## src/rtl/seg7_scan_if.sv

```systemverilog
// Register-side and pin-side signal bundle for the multiplexed 7-segment driver.
// The master drives frame data and the live blanking control; the slave drives the display pins.
interface seg7_scan_if #(
    parameter int DIGITS = 4
);
    logic                  load;
    logic [4*DIGITS-1:0]   din;
    logic [3*DIGITS-1:0]   code;
    logic [DIGITS-1:0]     dots;
    logic                  lzb;
    logic [7:0]            seg;
    logic [DIGITS-1:0]     an;
    logic                  pend;
    logic                  frame;

    modport master (
        output load, din, code, dots, lzb,
        input  seg, an, pend, frame
    );

    modport slave (
        input  load, din, code, dots, lzb,
        output seg, an, pend, frame
    );
endinterface

```

## src/rtl/seg7_scan.sv

```systemverilog
// Time-multiplexed N-digit common-anode 7-segment driver with double-buffered frame,
// per-slot anti-ghost blanking and leading-zero suppression.
module seg7_scan #(
    parameter int DIGITS = 4,
    parameter int DIV    = 50000,
    parameter int BLANK  = 16
) (
    input  logic        clk,
    input  logic        reset,
    seg7_scan_if.slave  bus
);
    localparam int CNT_W = (DIV > 1) ? $clog2(DIV) : 1;
    localparam int IDX_W = (DIGITS > 1) ? $clog2(DIGITS) : 1;
    localparam logic [CNT_W-1:0] CNT_MAX   = CNT_W'(DIV - 1);
    localparam logic [CNT_W-1:0] CNT_BLANK = CNT_W'(BLANK);
    localparam logic [IDX_W-1:0] IDX_MAX   = IDX_W'(DIGITS - 1);
    localparam logic [2:0]       CODE_NUM  = 3'd0;
    localparam logic [2:0]       CODE_BLK  = 3'd2;

    // Segment pattern {g,f,e,d,c,b,a}, 1 = lit, for a glyph code and hex value.
    function automatic logic [6:0] glyph_f(input logic [2:0] sel, input logic [3:0] val);
        logic [6:0] g;
        case (sel)
            3'd0: begin
                case (val)
                    4'h0:    g = 7'b0111111;
                    4'h1:    g = 7'b0000110;
                    4'h2:    g = 7'b1011011;
                    4'h3:    g = 7'b1001111;
                    4'h4:    g = 7'b1100110;
                    4'h5:    g = 7'b1101101;
                    4'h6:    g = 7'b1111101;
                    4'h7:    g = 7'b0000111;
                    4'h8:    g = 7'b1111111;
                    4'h9:    g = 7'b1100111;
                    4'hA:    g = 7'b1110111;
                    4'hB:    g = 7'b1111100;
                    4'hC:    g = 7'b0111001;
                    4'hD:    g = 7'b1011110;
                    4'hE:    g = 7'b1111001;
                    4'hF:    g = 7'b1110001;
                    default: g = 7'b0000000;
                endcase
            end
            3'd1:    g = 7'b1000000;
            3'd2:    g = 7'b0000000;
            3'd3:    g = 7'b1110110;
            3'd4:    g = 7'b0010000;
            3'd5:    g = 7'b0111000;
            3'd6:    g = 7'b1011100;
            default: g = 7'b0000000;
        endcase
        return g;
    endfunction

    logic [CNT_W-1:0]    cnt_r;
    logic [IDX_W-1:0]    idx_r;
    logic [4*DIGITS-1:0] act_din_r;
    logic [3*DIGITS-1:0] act_code_r;
    logic [DIGITS-1:0]   act_dots_r;
    logic [4*DIGITS-1:0] shd_din_r;
    logic [3*DIGITS-1:0] shd_code_r;
    logic [DIGITS-1:0]   shd_dots_r;
    logic                pend_r;
    logic                frame_r;
    logic [7:0]          seg_r;
    logic [DIGITS-1:0]   an_r;

    logic                wrap_s;
    logic                boundary_s;
    logic [DIGITS-1:0]   supp_s;
    logic                lead_s;
    logic                zero_num_s;
    logic [2:0]          cur_code_s;
    logic [3:0]          cur_din_s;
    logic                cur_dot_s;
    logic [6:0]          cur_glyph_s;
    logic [7:0]          seg_next_s;
    logic [DIGITS-1:0]   an_next_s;

    assign wrap_s     = (cnt_r == CNT_MAX);
    assign boundary_s = wrap_s && (idx_r == IDX_MAX);

    // Slot prescaler and digit index.
    always_ff @(posedge clk or posedge reset) begin
        if (reset) begin
            cnt_r <= '0;
            idx_r <= '0;
        end else if (wrap_s) begin
            cnt_r <= '0;
            idx_r <= (idx_r == IDX_MAX) ? '0 : idx_r + IDX_W'(1);
        end else begin
            cnt_r <= cnt_r + CNT_W'(1);
        end
    end

    // Shadow capture on load; shadow-to-active transfer only at the frame boundary.
    // A load on the boundary edge still sends the previous shadow to the active frame.
    always_ff @(posedge clk or posedge reset) begin
        if (reset) begin
            act_din_r  <= '0;
            act_code_r <= {DIGITS{CODE_BLK}};
            act_dots_r <= '0;
            shd_din_r  <= '0;
            shd_code_r <= {DIGITS{CODE_BLK}};
            shd_dots_r <= '0;
            pend_r     <= 1'b0;
        end else begin
            if (boundary_s && pend_r) begin
                act_din_r  <= shd_din_r;
                act_code_r <= shd_code_r;
                act_dots_r <= shd_dots_r;
            end
            if (bus.load) begin
                shd_din_r  <= bus.din;
                shd_code_r <= bus.code;
                shd_dots_r <= bus.dots;
                pend_r     <= 1'b1;
            end else if (boundary_s) begin
                pend_r     <= 1'b0;
            end
        end
    end

    // Leading-zero suppression mask, walking from the most significant digit down.
    always_comb begin
        supp_s     = '0;
        lead_s     = 1'b1;
        zero_num_s = 1'b0;
        for (int i = DIGITS - 1; i >= 0; i--) begin
            zero_num_s = (act_code_r[3*i +: 3] == CODE_NUM) && (act_din_r[4*i +: 4] == 4'd0);
            if (i != 0) begin
                supp_s[i] = bus.lzb && lead_s && zero_num_s;
            end else begin
                supp_s[i] = 1'b0;
            end
            lead_s = lead_s && zero_num_s;
        end
    end

    // Pattern for the digit currently being scanned.
    always_comb begin
        cur_code_s  = act_code_r[3*int'(idx_r) +: 3];
        cur_din_s   = act_din_r[4*int'(idx_r) +: 4];
        cur_dot_s   = act_dots_r[idx_r];
        cur_glyph_s = glyph_f(cur_code_s, cur_din_s);
        if (supp_s[idx_r]) begin
            seg_next_s = ~{cur_dot_s, 7'b0000000};
        end else begin
            seg_next_s = ~{cur_dot_s, cur_glyph_s};
        end
        an_next_s = '1;
        if (cnt_r >= CNT_BLANK) begin
            an_next_s[idx_r] = 1'b0;
        end else begin
            an_next_s = '1;
        end
    end

    // Registered pin drivers and frame pulse.
    always_ff @(posedge clk or posedge reset) begin
        if (reset) begin
            seg_r   <= 8'hFF;
            an_r    <= '1;
            frame_r <= 1'b0;
        end else begin
            seg_r   <= seg_next_s;
            an_r    <= an_next_s;
            frame_r <= boundary_s;
        end
    end

    assign bus.seg   = seg_r;
    assign bus.an    = an_r;
    assign bus.pend  = pend_r;
    assign bus.frame = frame_r;
endmodule

```

## src/flat_wrapper.sv

```systemverilog
// flat-port wrapper written by rule: the top's interface ports become plain ports
module seg7_scan_flat 
#(
    parameter int DIGITS = 4,
    parameter int DIV    = 50000,
    parameter int BLANK  = 16
)
  (clk, reset, bus_load, bus_din, bus_code, bus_dots, bus_lzb, bus_seg, bus_an, bus_pend, bus_frame);
  seg7_scan_if #(.DIGITS(DIGITS)) bus_i ();
  input  logic clk;
  input  logic reset;
  input wire logic [$bits(bus_i.load)-1:0] bus_load;
  input wire logic [$bits(bus_i.din)-1:0] bus_din;
  input wire logic [$bits(bus_i.code)-1:0] bus_code;
  input wire logic [$bits(bus_i.dots)-1:0] bus_dots;
  input wire logic [$bits(bus_i.lzb)-1:0] bus_lzb;
  output wire logic [$bits(bus_i.seg)-1:0] bus_seg;
  output wire logic [$bits(bus_i.an)-1:0] bus_an;
  output wire logic [$bits(bus_i.pend)-1:0] bus_pend;
  output wire logic [$bits(bus_i.frame)-1:0] bus_frame;
  assign bus_i.load = bus_load;
  assign bus_i.din = bus_din;
  assign bus_i.code = bus_code;
  assign bus_i.dots = bus_dots;
  assign bus_i.lzb = bus_lzb;
  assign bus_seg = bus_i.seg;
  assign bus_an = bus_i.an;
  assign bus_pend = bus_i.pend;
  assign bus_frame = bus_i.frame;
  seg7_scan #(.DIGITS(DIGITS), .DIV(DIV), .BLANK(BLANK)) u_core (.clk(clk), .reset(reset), .bus(bus_i));
endmodule
```

## config.mk

```make
export PLATFORM = sky130hd
export DESIGN_NAME = seg7_scan_flat
export DESIGN_NICKNAME = d
export VERILOG_FILES = /design/src/rtl/seg7_scan_if.sv /design/src/rtl/seg7_scan.sv /design/src/flat_wrapper.sv
export SDC_FILE = /design/constraint.sdc
export NUM_CORES = 1
export LEC_CHECK = 0
export ABC_AREA = 1
export BUFFER_PORTS_ARGS = -buffer_cell sky130_fd_sc_hd__clkbuf_2
export CAP_MARGIN = 20
export CORE_MARGIN = 4
export CORE_UTILIZATION = 35
export CTS_BUF_LIST = sky130_fd_sc_hd__clkbuf_4 sky130_fd_sc_hd__clkbuf_8 sky130_fd_sc_hd__clkbuf_16
export CTS_CLUSTER_DIAMETER = 30
export DETAILED_ROUTE_END_ITERATION = 12
export SKIP_CTS_REPAIR_TIMING = 1
export SYNTH_ARGS = -nofsm -noshare
export SYNTH_HDL_FRONTEND = slang
export SYNTH_SLANG_ARGS = --single-unit
```

## constraint.sdc

```tcl
create_clock -name clk -period 4.9 [get_ports clk]
set_clock_uncertainty 0.2 [all_clocks]
set_input_delay 0.49 -clock clk [delete_from_list [all_inputs] [get_ports clk]]
set_output_delay 0.49 -clock clk [all_outputs]
set_load 0.005 [all_outputs]
```

# == Yosys cells after proc, flatten, opt, wreduce, memory -nomap -nowiden ==
# Memory sizes are Yosys's and may differ from the RTL's.
# Index checks and enable logic that the tools add are counted.
# totals
word_cells,63
mem_count,1
mem_bits_ro,112
input_bits,36
regBits,96
# memory_table
name,words,word_bits,rd,rd_ports_with_merged_regs,write_ports,line,text
(no name shown),16,7,1,0,0,seg7_scan.sv:25,case (val)
# classes
shifts,2
magnitude_cmp,3
multipliers,1
n_addsub,2
n_bitwise,3
n_eq_ne,7
reduce_logical,19
mux,13
# ops
op,n
$pmux W7 S6,1
$shiftx A12 B32 Y3,1
$add A16 B1 Y16 const B,1
$eq A16 B16 Y1 const B,1
$ge A16 B5 Y1 const B,1
$mux W16,1
$not A8 Y8,2
$shiftx A16 B5 Y4,1
$logic_not A3 Y1,4
$logic_not A4 Y1,3
$logic_and A1 B1 Y1,11
$eq A3 B3 Y1 const B,3
$mux W8,1
$mux W1,5
$bmux W1 S2,2
$mul A2 B2 Y4 const A,1
$mux W4,1
$not A4 Y4,1
$eq A3 B1 Y1 const B,1
$eq A3 B2 Y1 const B,1
$lt A2 B3 Y1 const B,1
$add A2 B1 Y2 const B,1
$demux W1 S2,1
$eq A2 B2 Y1 const B,1
other kinds (3),3

# == Longest topological paths before layout ==
# depth
word_depth,8
depth_mapped,16
mapped_depth_nobuf,14

# == Least setup slack after synthesis ==
# No wires, ideal clock.
# synth_path
path_kind,register -> register
start,reg u_core.idx_r[0]
end,"reg u_core.seg_r[5], in the netlist u_core.bus.seg[5]"
t_arrival_ns,1.653
stages_incl_launch_ff,17
period_less_slack_ns,1.931
setup_ns,0.078
path_slack_ns,2.969
t_required_ns,4.622
path_buffers,2
path_cell_list,dfrtp_1 buf_4 inv_4 buf_4 nand2_1 nand3_1 nand2_1 inv_1 ha_1 inv_1 nand3_1 nand2_1 nand2_1 nand2_1 nand2_1 nand2_1 nand2_1
# synth_via
elab_chain_cells,6
# synth_rtl
item,line,text
from (decl),seg7_scan.sv:57,logic [IDX_W-1:0] idx_r;
from (signal assigned),seg7_scan.sv:91,idx_r <= (idx_r == IDX_MAX) ? '0 : idx_r + IDX_W'(1);
$mul A2 B2 Y4,seg7_scan.sv:143,cur_code_s = act_code_r[3*int'(idx_r) +: 3];
$shiftx A12 B32 Y3,seg7_scan.sv:143,
"$eq A3 B3 Y1, or another cell as far along",seg7_scan.sv:23,case (sel)
$pmux W7 S6,seg7_scan.sv:23,
$not A8 Y8,seg7_scan.sv:150,"seg_next_s = ~{cur_dot_s, cur_glyph_s};"
$mux W8 (*),seg7_scan.sv:147,if (supp_s[idx_r]) begin
via u_core.seg_next_s[5],seg7_scan.sv:78,logic [7:0] seg_next_s;
to (signal assigned),seg7_scan.sv:167,seg_r <= seg_next_s;
to (decl),seg7_scan.sv:66,logic [7:0] seg_r;
# Mark *: on every way through the listed nets, which the timed path passes. The rest lies on a longest branch. The select of a mux whose other input is x is not followed.
# A chain may end at the register's enable or synchronous reset.

# == Worst setup path in the final report ==
# layout_path
start,reg u_core.idx_r[0]
end,reg u_core.act_din_r[12]
# layout_via
elab_chain_cells,3
# layout_rtl
item,line,text
$eq A2 B2 Y1,seg7_scan.sv:82,assign boundary_s = wrap_s && (idx_r == IDX_MAX);
$logic_and A1 B1 Y1,seg7_scan.sv:82,
via u_core.boundary_s,seg7_scan.sv:70,logic boundary_s;
$logic_and A1 B1 Y1,seg7_scan.sv:109,if (boundary_s && pend_r) begin
to (signal assigned),seg7_scan.sv:110,act_din_r <= shd_din_r;
to (decl),seg7_scan.sv:58,logic [4*DIGITS-1:0] act_din_r;
# The timed path passes the listed nets, and every way through them passes these cells.

==> impl_metrics.py <==
metrics = {
    "floorplan": {
        "start_util_pct": 35.9,
        "rows": 42,
        "ios": 50,
        "coreArea_um2": 13300,
        "fp.dieW_um": 125,
        "die_h_um": 125,
        "die_area_um2": 15600,
    },
    "routing": {
        "avgRoutedWirePerCell_um": 11.9,
        "drt_iter0_drc": 184,
        "dr.pass1.iters": 4,
        "routed_wirelength_mm": 9.42,
        "ant_nets": 0,
        "drc": 0,
        "via_per_inst": 4.60,
        "num_vias": 3632,
    },
    "placement": {
        "gp_congestion": 0.819,
        "place_area_um2": 5130,
        "hpwl_mm": 6.82,
        "io_buffer_count": 49,
    },
    "worst_setup_path": {
        "cp-start-kind": "register",
        "cp-end-kind": "register",
        "critPathTopFamily": "simple AND/OR/NAND/NOR gates",
        "crit_chain": "ha_1 -> inv_1 -> nor2_4 -> nand2_4 -> nand2_1 -> o21ai_2",
        "timing.rr.end": "u_core.act_din_r[12]$_DFFE_PP0P_",
        "crit_buf_inv": 1,
        "r2r_cells": 6,
        "reg2reg_from": "u_core.idx_r[0]$_DFFE_PP0N_",
        "critPathSlowestCell": "dfrtp_1",
        "cp_slowest_stage_delay_ps": 770,
        "worstPathRequired_ps": 4910,
        "r2r_slack_ps": 2410,
        "worstSetupPathType": "reg2reg",
        "cp_max_fo": 64,
        "critical_path_arrival_ps": 2500,
    },
    "hold_path": {
        "min_path_type": "in2reg",
        "holdPathEnd": "u_core.shd_code_r[10]$_DFFE_PP1P_",
        "min-delay-start": "bus_code[10]",
        "min_path_cells": 3,
    },
    "yosys": {
        "synth-edff-count": 0,
        "yosysUniqueCellTypes": 32,
        "synth-compound-area-share_pct": 11.7,
        "ys_seq_area_share_pct": 50.6,
        "synthesis.nets": 609,
        "yosys.area.top_type_share_pct": 39.7,
        "postSynth.asyncResetShare_pct": 100,
        "synthSimpleGateAreaFrac_pct": 24.6,
        "syn_inst": 562,
        "yosysWarnings": 0,
        "syn_area_per_cell_um2": 8.53,
        "synthFlopType": "dfrtp_1",
        "syn_area_um2": 4790,
        "synth-xor-area-share_pct": 0.731,
        "synth_top_family_by_area": "simple AND/OR/NAND/NOR gates",
        "synth.area.top_cells": "dfrtp_1 40%, nand2_1 12%, dfstp_2 11%",
        "synth_top_area_cell": "dfrtp_1",
        "yosys.area_share.adder_pct": 2.87,
        "yosys-top-cells-count": "149 x nand2_1, 81 x inv_1, 76 x dfrtp_1",
        "ys_ff_latch": 96,
        "yosysMostFrequentCell": "nand2_1",
        "synthMuxAreaShare_pct": 0,
    },
    "global_routing": {
        "grt_start_max_net_pins": 66,
        "grt_pass1_vias": 3610,
        "antenna_found_initial": 0,
        "grt_usage_pct": 12.9,
        "grt-ovfl-total": 0,
        "grt_pass1_wl_mm": 16.8,
    },
    "cells_and_area": {
        "drive_gt1_share_pct": 24.1,
        "fillCellCount": 1380,
        "fin_area_um2": 5460,
        "area_growth_pct": 13.9,
        "nets": 655,
        "antennaDiodeCount": 0,
    },
    "sta": {
        "setup_viol": 0,
        "rsz0062_at_grt": "no",
        "worst_slew_pin_slew_ps": 874,
        "final-hold-violation-count": 0,
        "period_needed_ps": 2490,
        "whs_ps": 144,
        "relSlewSlack_pct": 41.8,
        "tns_ps": 0,
        "max_freq_ghz": 0.402,
        "timing.final.crit_share_pct": 50.8,
        "maxSlewViolCount": 0,
    },
    "power_and_ir_drop": {
        "seqPwrFrac_pct": 53.3,
        "power_frac_clock_pct": 41.7,
        "comb_power_share_pct": 5.0,
        "ir_drop_v": 0.000158,
        "p_sw_mw": 0.347,
        "power_mw": 1.55,
        "p_int_mw": 1.20,
        "switching_share_pct": 22.4,
        "power_density_nw_per_um2": 283,
        "p_leak_nw": 2.78,
    },
    "clock_network": {
        "cts_made_buffers": 9,
        "cts_num_sinks": 96,
        "root_buffer": "clkbuf_16",
        "htreeDepth": 3,
        "clkTransAtPathRegs_ps": 70,
        "insertion_delay_ps": 350,
        "clock_path_buffers": 2,
        "cts_tree": "yes",
    },
    "run_status": {
        "status": "completed",
    },
    "run": {
        "maxCapViolCount": 0,
    },
}
per-layer routing:
metal  global-route usage [%]  part of all wire, %  vias up
met1                     17.9                   49     1704
met5                        0                    0        -
met3                     3.20                  3.9       12
li1                         -                    -     1855
met2                     19.9                   45       61
met4                     4.02                  1.4        0
registers in the layout, indices dropped and copies added, names as in the netlist:
name / count
u_core.act_din_r: 16
u_core.idx_r: 2
u_core.act_code_r: 12
u_core.act_dots_r: 4
u_core.bus.pend: 1
u_core.bus.an: 4
u_core.shd_code_r: 12
u_core.cnt_r: 16
u_core.shd_din_r: 16
u_core.shd_dots_r: 4
u_core.bus.frame: 1
u_core.bus.seg: 8
tightest hold or removal path, cell delays in order:
cell,delay (ps)
clkbuf_2,80
nand2_1,50
o21ai_0,70
cell usage in the layout (no fill, tap or decap), drive strengths merged:
| master | netlist | layout |
|---|---|---|
| a21oi | 8 | 8 |
| nor3 | 4 | 4 |
| clkinv | 0 | 6 |
| xor2 | 3 | 3 |
| clkbuf | 7 | 59 |
| a32o | 1 | 1 |
| a31oi | 1 | 1 |
| nand3 | 52 | 52 |
| o22ai | 1 | 1 |
| o21bai | 2 | 2 |
| nand2 | 165 | 165 |
| inv | 84 | 84 |
| dfrtp | 76 | 76 |
| nand4 | 2 | 2 |
| o21ai | 71 | 71 |
| buf | 11 | 3 |
| dfstp | 20 | 20 |
| nor4 | 3 | 3 |
| ha | 11 | 11 |
| xnor2 | 1 | 1 |
| o31ai | 1 | 1 |
| dlygate4sd3 | 0 | 1 |
| nor2 | 38 | 38 |
cell type report:
type	instances	area, um2	share of cell area (%)
inverters	84	319	5.84
well taps	176	220	4.03
clock inverters	6	33.8	0.619
flip-flops and latches	96	2430	44.4
repair buffers	53	310	5.68
clock buffers	10	239	4.38
multi-input cells	364	1910	35.0
metrics by stage:
step / setup slack, ps / std cells / utilization, %
after detailed placement: 2430 / 770 / 38.4
after floorplan: 1740 / 562 / -
after global routing: 2190 / 789 / 40.9
after CTS: 2410 / 786 / 40.5
after global placement: 2490 / 770 / 38.4
final: 2410 / 789 / 40.9
cell families (layout without fill, tap and decap cells):
logic type / count (synthesis) / after routing
and+or+nand+nor: 264 / 264
buffers and inverters: 102 / 153
DFF: 96 / 96
AOI/OAI and AO/OA: 85 / 85
adders and majority gates: 11 / 11
xor gates and xnor gates: 4 / 4
worst max-delay path by stage:
stage,from,endpoint,slack [ps],cells after the start
6_report,u_core.idx_r[0]$_DFFE_PP0N_,u_core.act_din_r[12]$_DFFE_PP0P_,2410,6
5_1_grt,u_core.idx_r[0]$_DFFE_PP0N_,u_core.act_din_r[12]$_DFFE_PP0P_,2190,6
4_1_cts,u_core.idx_r[0]$_DFFE_PP0N_,u_core.act_din_r[12]$_DFFE_PP0P_,2410,6
3_5_place_dp,u_core.idx_r[0]$_DFFE_PP0N_,u_core.act_code_r[2]$_DFFE_PP0P_,2430,6
3_3_place_gp,u_core.idx_r[0]$_DFFE_PP0N_,u_core.act_code_r[2]$_DFFE_PP0P_,2490,6
2_1_floorplan,reset,u_core.act_code_r[0]$_DFFE_PP0P_,1740,1
power by group through the flow:
stage / logic (mW) / registers [mW] / clock network [mW]
2_1_floorplan: 0.0472 / 0.837 / 0
4_1_cts: 0.0758 / 0.824 / 0.673
3_3_place_gp: 0.0739 / 0.838 / 0
5_1_grt: 0.0925 / 0.826 / 0.707
6_report: 0.0776 / 0.824 / 0.644
3_5_place_dp: 0.0755 / 0.839 / 0
Note: power is estimated with default switching activity, not from simulation.
